[src/rtl/class_argmax_unit.sv]
// Streaming arg-max over one frame of signed class scores, one beat per class.
// Holds the winning index, its score and the top-1/top-2 margin until the result is taken.
module class_argmax_unit #(
  parameter int NUM_CLASSES = 15,
  parameter int SCORE_WIDTH = 16,
  localparam int IDX_W = $clog2(NUM_CLASSES)
) (
  input  logic                          clk,
  input  logic                          rst_n,
  input  logic                          score_valid,
  output logic                          score_ready,
  input  logic signed [SCORE_WIDTH-1:0] score_data,
  input  logic                          score_last,
  output logic                          result_valid,
  input  logic                          result_ready,
  output logic [IDX_W-1:0]              class_index,
  output logic [SCORE_WIDTH-1:0]        class_score,
  output logic [SCORE_WIDTH:0]          margin,
  output logic                          length_err
);

  // The counter must reach NUM_CLASSES itself, where it saturates on long frames.
  localparam int CNT_W = $clog2(NUM_CLASSES + 1);

  typedef enum logic [1:0] {
    ST_IDLE   = 2'd0,
    ST_ACCUM  = 2'd1,
    ST_RESULT = 2'd2
  } state_t;

  function automatic logic [SCORE_WIDTH:0] calc_margin(
    input logic signed [SCORE_WIDTH-1:0] hi,
    input logic signed [SCORE_WIDTH-1:0] lo,
    input logic                          vld
  );
    logic [SCORE_WIDTH:0] diff;
    diff = {hi[SCORE_WIDTH-1], hi} - {lo[SCORE_WIDTH-1], lo};
    if (vld) begin
      return diff;
    end else begin
      return {(SCORE_WIDTH+1){1'b0}};
    end
  endfunction

  state_t                        state_r, state_s;
  logic [CNT_W-1:0]              cnt_r, cnt_s;
  logic signed [SCORE_WIDTH-1:0] top1_r, top1_s;
  logic signed [SCORE_WIDTH-1:0] top2_r, top2_s;
  logic [IDX_W-1:0]              idx_r, idx_s;
  logic                          top2_vld_r, top2_vld_s;
  logic                          ovf_r, ovf_s;

  logic                          score_ready_r;
  logic                          result_valid_r;
  logic [IDX_W-1:0]              class_index_r;
  logic [SCORE_WIDTH-1:0]        class_score_r;
  logic [SCORE_WIDTH:0]          margin_r;
  logic                          length_err_r;

  logic                          accept_s;
  logic                          first_s;
  logic [CNT_W-1:0]              beat_idx_s;
  logic                          in_range_s;
  logic                          last_acc_s;
  logic                          handshake_s;

  // Handshake qualifiers and the index of the beat being accepted.
  always_comb begin
    accept_s    = score_valid && score_ready_r;
    first_s     = (state_r == ST_IDLE);
    last_acc_s  = accept_s && score_last;
    handshake_s = result_valid_r && result_ready;
    if (first_s) begin
      beat_idx_s = {CNT_W{1'b0}};
    end else begin
      beat_idx_s = cnt_r;
    end
    in_range_s = (beat_idx_s < CNT_W'(NUM_CLASSES));
  end

  // Running top-1 / top-2 tracker; strict compares keep the lower index on ties.
  always_comb begin
    cnt_s      = cnt_r;
    top1_s     = top1_r;
    top2_s     = top2_r;
    idx_s      = idx_r;
    top2_vld_s = top2_vld_r;
    ovf_s      = ovf_r;
    if (accept_s) begin
      if (in_range_s) begin
        cnt_s = beat_idx_s + CNT_W'(1);
      end else begin
        cnt_s = beat_idx_s;
      end
      if (first_s) begin
        top1_s     = score_data;
        top2_s     = {1'b1, {(SCORE_WIDTH-1){1'b0}}};
        idx_s      = {IDX_W{1'b0}};
        top2_vld_s = 1'b0;
        ovf_s      = 1'b0;
      end else if (in_range_s) begin
        // Any second in-range beat makes the margin meaningful, even at the most-negative score.
        top2_vld_s = 1'b1;
        if (score_data > top1_r) begin
          top2_s = top1_r;
          top1_s = score_data;
          idx_s  = IDX_W'(beat_idx_s);
        end else if (score_data > top2_r) begin
          top2_s = score_data;
        end else begin
          top2_s = top2_r;
        end
      end else begin
        ovf_s = 1'b1;
      end
    end else begin
      cnt_s = cnt_r;
    end
  end

  // Next-state logic.
  always_comb begin
    state_s = state_r;
    case (state_r)
      ST_IDLE: begin
        if (accept_s) begin
          state_s = score_last ? ST_RESULT : ST_ACCUM;
        end else begin
          state_s = ST_IDLE;
        end
      end
      ST_ACCUM: begin
        if (last_acc_s) begin
          state_s = ST_RESULT;
        end else begin
          state_s = ST_ACCUM;
        end
      end
      ST_RESULT: begin
        if (handshake_s) begin
          state_s = ST_IDLE;
        end else begin
          state_s = ST_RESULT;
        end
      end
      default: state_s = ST_IDLE;
    endcase
  end

  // State register.
  always_ff @(posedge clk) begin
    if (!rst_n) begin
      state_r <= ST_IDLE;
    end else begin
      state_r <= state_s;
    end
  end

  // Tracker registers; reset discards any partial frame.
  always_ff @(posedge clk) begin
    if (!rst_n) begin
      cnt_r      <= {CNT_W{1'b0}};
      top1_r     <= {SCORE_WIDTH{1'b0}};
      top2_r     <= {SCORE_WIDTH{1'b0}};
      idx_r      <= {IDX_W{1'b0}};
      top2_vld_r <= 1'b0;
      ovf_r      <= 1'b0;
    end else begin
      cnt_r      <= cnt_s;
      top1_r     <= top1_s;
      top2_r     <= top2_s;
      idx_r      <= idx_s;
      top2_vld_r <= top2_vld_s;
      ovf_r      <= ovf_s;
    end
  end

  // Output registers: the result is captured from the tracker's next values on the last beat.
  always_ff @(posedge clk) begin
    if (!rst_n) begin
      score_ready_r  <= 1'b0;
      result_valid_r <= 1'b0;
      class_index_r  <= {IDX_W{1'b0}};
      class_score_r  <= {SCORE_WIDTH{1'b0}};
      margin_r       <= {(SCORE_WIDTH+1){1'b0}};
      length_err_r   <= 1'b0;
    end else begin
      score_ready_r  <= (state_s != ST_RESULT);
      result_valid_r <= (state_s == ST_RESULT);
      if (last_acc_s) begin
        class_index_r <= idx_s;
        class_score_r <= top1_s;
        margin_r      <= calc_margin(top1_s, top2_s, top2_vld_s);
        length_err_r  <= (beat_idx_s != CNT_W'(NUM_CLASSES - 1)) || ovf_s;
      end else begin
        class_index_r <= class_index_r;
        class_score_r <= class_score_r;
        margin_r      <= margin_r;
        length_err_r  <= length_err_r;
      end
    end
  end

  assign score_ready  = score_ready_r;
  assign result_valid = result_valid_r;
  assign class_index  = class_index_r;
  assign class_score  = class_score_r;
  assign margin       = margin_r;
  assign length_err   = length_err_r;

endmodule

[config.mk]
export PLATFORM = sky130hd
export DESIGN_NAME = class_argmax_unit
export DESIGN_NICKNAME = d
export VERILOG_FILES = /design/src/rtl/class_argmax_unit.sv
export SDC_FILE = /design/constraint.sdc
export NUM_CORES = 1
export LEC_CHECK = 0
export CAP_MARGIN = 5
export CORE_MARGIN = 8
export CORE_UTILIZATION = 47
export DETAILED_ROUTE_END_ITERATION = 8
export PLACE_DENSITY = 0.66
export SETUP_SLACK_MARGIN = 0.15
export SLEW_MARGIN = 20
export SYNTH_ARGS = -nofsm -noshare
export SYNTH_HDL_FRONTEND = slang
export SYNTH_SLANG_ARGS = --single-unit
[constraint.sdc]
create_clock -name clk -period 15.5 [get_ports clk]
set_clock_uncertainty 0.2 [all_clocks]
set_input_delay 3.1 -clock clk [delete_from_list [all_inputs] [get_ports clk]]
set_output_delay 3.1 -clock clk [all_outputs]
set_load 0.01 [all_outputs]
# After elaboration in Yosys (flattened, before gate mapping)
# Cells that the tools add are included.
# W data, S select, Z words.
dict set report classes {
  muxes 27
  n_addsub 2
  n_reduce_logical 5
  n_eq_ne 5
  n_lt_le_gt_ge 3
}
# operator count
set op_table {}
lappend op_table {{$mux W16} 9}
lappend op_table {{$gt A16 B16 Y1} 2}
lappend op_table {{$mux W4} 6}
lappend op_table {{$mux W17} 1}
lappend op_table {{$sub A16 B16 Y17} 1}
lappend op_table {{$mux W2} 4}
lappend op_table {{$mux W1} 6}
lappend op_table {{$pmux W2 S3} 1}
lappend op_table {{$add A4 B1 Y4 const B} 1}
lappend op_table {{$eq A2 B2 Y1 const B} 2}
lappend op_table {{$lt A4 B4 Y1 const B} 1}
lappend op_table {{$ne A4 B4 Y1 const B} 1}
lappend op_table {{$logic_and A1 B1 Y1} 3}
lappend op_table {{$eq A2 B1 Y1 const B} 1}
lappend op_table {{$logic_not A2 Y1} 1}
lappend op_table {{$ne A2 B2 Y1 const B} 1}
lappend op_table {{$logic_or A1 B1 Y1} 1}
dict set report totals {
  output_inout_bits 40
  input_bits 21
  regBits 84
  wordCells 55
}

# Depth between registers and ports, before layout
dict set report logic_depth {
  word_depth 8
  ltp_mapped 21
  depth_no_buf 18
}

# Worst setup path before layout
# Ideal clock, no wire load.
dict set report synth_timing {
  kind {input -> register}
  from {in score_data[9]}
  to {reg margin_r[15] (netlist: margin[15])}
  n_path_buf 2
  setup_time_ps 134
  t_arrival_ps 6708
  slack_ps 8458
  t_required_ps 15166
  stages 18
  cell_sequence {ha_1 nand3_1 or4_4 a21oi_2 o41a_4 a21oi_2 buf_6 nor2_4 buf_6 mux2_4 ha_1 a21o_1 a21oi_1 o221ai_1 a21o_1 o221ai_1 mux2i_1 o22ai_1}
}
dict set report synth_via {
  elab_cells_between_ends 13
  classes_between {add/sub: 1; order compare: 2; mux: 10}
}
# element line
set synth_rtl {}
lappend synth_rtl {{start: declaration} 12} ;# input logic signed [SCORE_WIDTH-1:0] score_data,
lappend synth_rtl {{$gt A16 B16 Y1} 104} ;# if (score_data > top1_r) begin
lappend synth_rtl {{$mux W16} 104}
lappend synth_rtl {{$mux W16} 101} ;# end else if (in_range_s) begin
lappend synth_rtl {{$mux W16} 95} ;# if (first_s) begin
lappend synth_rtl {{$mux W16} 89} ;# if (accept_s) begin
lappend synth_rtl {{net top1_s[3]} 47} ;# logic signed [SCORE_WIDTH-1:0] top1_r, top1_s;
lappend synth_rtl {{$sub A16 B16 Y17} 37} ;# diff = {hi[SCORE_WIDTH-1], hi} - {lo[SCORE_WIDTH-1], lo};
lappend synth_rtl {{$mux W17} 38} ;# if (vld) begin
lappend synth_rtl {{end signal: assignment} 185} ;# margin_r <= {(SCORE_WIDTH+1){1'b0}};
lappend synth_rtl {{end signal: assignment} 193} ;# margin_r <= calc_margin(top1_s, top2_s, top2_vld_s);
lappend synth_rtl {{end signal: assignment} 198} ;# margin_r <= margin_r;
lappend synth_rtl {{end: declaration} 57} ;# logic [SCORE_WIDTH:0] margin_r;
# The timed path passes the listed nets, and every way through them passes these cells.
# A chain may end at the register's enable or synchronous reset.

# Worst setup path after layout
dict set report layout_timing {
  from {in score_data[12]}
  to {reg margin_r[15] (netlist: margin[15])}
}
# Same word-level chain as after synthesis.

==> summary.txt <==
Post-synth design cell area = 0.00552 sq mm
Final hold violation count = 0
CTS Hold Buffers Added = 0
Most used routing layer = met2
I/O pin cnt = 61
Number of nets produced by synthesis = 715
Total power per unit cell area = 94.7 mW/mm^2
Residual antenna-violating net count after detailed routing = 0
DIE AREA = 0.0155 sq mm
Largest net degree at the start of global routing = 71
Post-synthesis average cell area = 8.58 sq um
Class of the worst hold path = reg2reg
Status = complete, no violations
Number of resized instances in the post-cts repair step = 0
Final period demand of the worst path = 8320 ps
Starting Density = 48.3%
Number of iterations in the first detailed-routing pass = 6
GP Congestion = 0.940
Synthesized instance count = 643
Startpoint class of the critical path = input pin
Global-route track usage on met2 = 33.4%
Ratio of cells with drive above 1 in the final layout = 7.41%
Setup repair after global routing missed its margin = false
Worst EP required = 15,510 ps
Top-area cell type share of the netlist area = 30.5%
CTS tree = yes
Die extent in y = 124 um
Worst max-slew margin expressed relative to the limit = 30.7%
Area inside the core boundary = 0.0114 sq mm
Total power of the final layout = 0.613 mW
Largest area contributor in the synthesized netlist = dfxtp_1
Post-synthesis register bit count = 84
Width of the chip = 124 um
Synth Flop Type = dfxtp_1
Worst-case clock buffer depth = 2
Synthesis warning total = 0
Row Count = 39
CTS sink cnt = 84
Leakage power = 2.41 nW
Largest cells by area after synthesis = dfxtp_1 (30%), ha_1 (11%), mux2i_1 (6.9%)
Worst slew pin tran = 1030 ps
All-Layer GR Usage = 19.6%
Most frequent cells after synthesis = dfxtp_1 (84), nand2_1 (62), a21oi_1 (51)
Maximum Capacitance Violations = 0
Number of flops mapped to enable cells by yosys = 0
Antenna cells = 0
Total of endpoints with negative setup slack in the final report = 0
P&R area growth vs syn = 17.4%
Drt drc = 0
Routed wire length per instance = 18.7 um
Synth async-reset ratio = 0%
Max-slew violation count = 0
Summed negative setup slack over all endpoints = 0 ps
Post-DP HPWL = 11,400 um
Root Buffer = clkbuf_16
Critical Path End Type = register
Antenna violations before repair = 0
Maximum net fanout on the critical path = 33
Clock-pin slew on the worst setup and hold paths = 60 ps
Post-Route WL = 15,600 um
H-tree Lvls = 3
Total number of vias = 4,952
Setup slack after layout = 7180 ps
Num CTS Buffers = 9
Post-synthesis sequential area ratio = 30.5%
Via density per instance = 5.96
Post-CTS setup buffers = 0
Data arrival at the endpoint of the critical path = 8330 ps
Number of nets in the final layout = 755
Buffers on Ports = 60
Worst-case setup slack after placement = 6870 ps
Via count of the first global-routing pass = 4,897
Cell variety after synth = 65
Overflow after GRT = 0
Crit Path Category = in2reg
Number of violations reported at the end of detailed-routing iteration 0 = 347
Max IR drop VDD = 0.0000770 V
Cell with the most instances after synthesis = dfxtp_1
Met1 Resource Use GR = 23.5%
Global-route track usage on met3 = 4.30%
Clock latency of the later-clocked register in the worst-skew pair = 350 ps
Highest Clock Rate = 0.120 GHz
Part of the cycle the worst path needs = 53.7%
Global-route wire length before repair = 25,300 um
## worst max-delay path: stages
cell and delay [ps]:
clkdlybuf4s50_1 590, ha_1 430, nand3_1 170, nor4b_1 780, o41a_4 320, a21oi_2 80, nor2_4 90, buf_4 510
mux2_4 350, ha_1 260, nor2b_1 120, o21ai_0 330, o221ai_1 300, a21o_1 250, o221ai_1 310, mux2i_1 230
o22ai_1 90
## final timing paths
| kind | from | to | slack [ps] | cells after the start |
|---|---|---|---|---|
| max | score_data[12] | margin[15] | 7180 | 17 |
| min | margin[11] | margin[11] | 260 | 2 |
| max reg2reg | top1_r[12] | margin[15] | 10100 | 17 |
| min reg2reg | margin[11] | margin[11] | 260 | 2 |
## layer usage
metal  routed length (um)  share of wire (%)  vias to the layer above
met1                 7000                 45                     2354
met5                    0                  0                        -
met3                  571                3.7                       27
met2                 7630                 49                      126
li1                     -                  -                     2445
met4                  364                2.3                        0
## placed cells by master, fill, tap and decap left out, drive strengths merged, types with 15 or more instances in the layout
cell type and n:
dfxtp 84, nand2 62, clkdlybuf4s50 59, a21oi 53, ha 50, o21ai 42, inv 39, mux2i 39
nor2 34, and2 18, nor3 16, mux2 16, nand3 15
## registers in the layout, summed over array words and instances (netlist names)
signal and count:
idx_r 4, length_err 1, state_r 2, result_valid 1, top2_vld_r 1, score_ready 1
top2_r 16, class_score 16, margin 17, class_index 4, cnt_r 4, ovf_r 1
top1_r 16
## metrics by stage
stage	instance area (sq um)	util [%]	std cells	hold slack (ps)
after detailed placement	6160	53.9	815	247
final	6480	56.7	831	258
after global placement	6160	53.9	815	240
after floorplan	5520	-	643	236
after global routing	6480	56.7	831	279
after CTS	6480	56.7	831	262
## where the power goes
part / switching (mW) / total [mW] / internal [mW]
Sequential: 0.00774 / 0.231 / 0.224
Clock: 0.0887 / 0.234 / 0.145
Combinational: 0.0847 / 0.148 / 0.0633
## kinds of logic after synthesis
| family | count (synthesis) | synth area share [%] |
|---|---|---|
| and+or+nand+nor | 185 | 16.8 |
| AOI/OAI and AO/OA | 183 | 22.2 |
| DFF | 84 | 30.5 |
| buffers and inverters | 76 | 6.03 |
| muxes | 55 | 11.4 |
| adders and majority gates | 51 | 11.7 |
| xor gates and xnor gates | 9 | 1.43 |
## cell type report
class | instances | area (sq um)
sequential | 84 | 1680
multi-input combinational | 483 | 3510
clock buffer | 12 | 246
tap | 143 | 179
fill | 1073 | 4940
clock inverter | 4 | 72.6
timing repair buffer | 66 | 641
inverter | 39 | 146
Note: power is estimated with default switching activity, not from simulation.
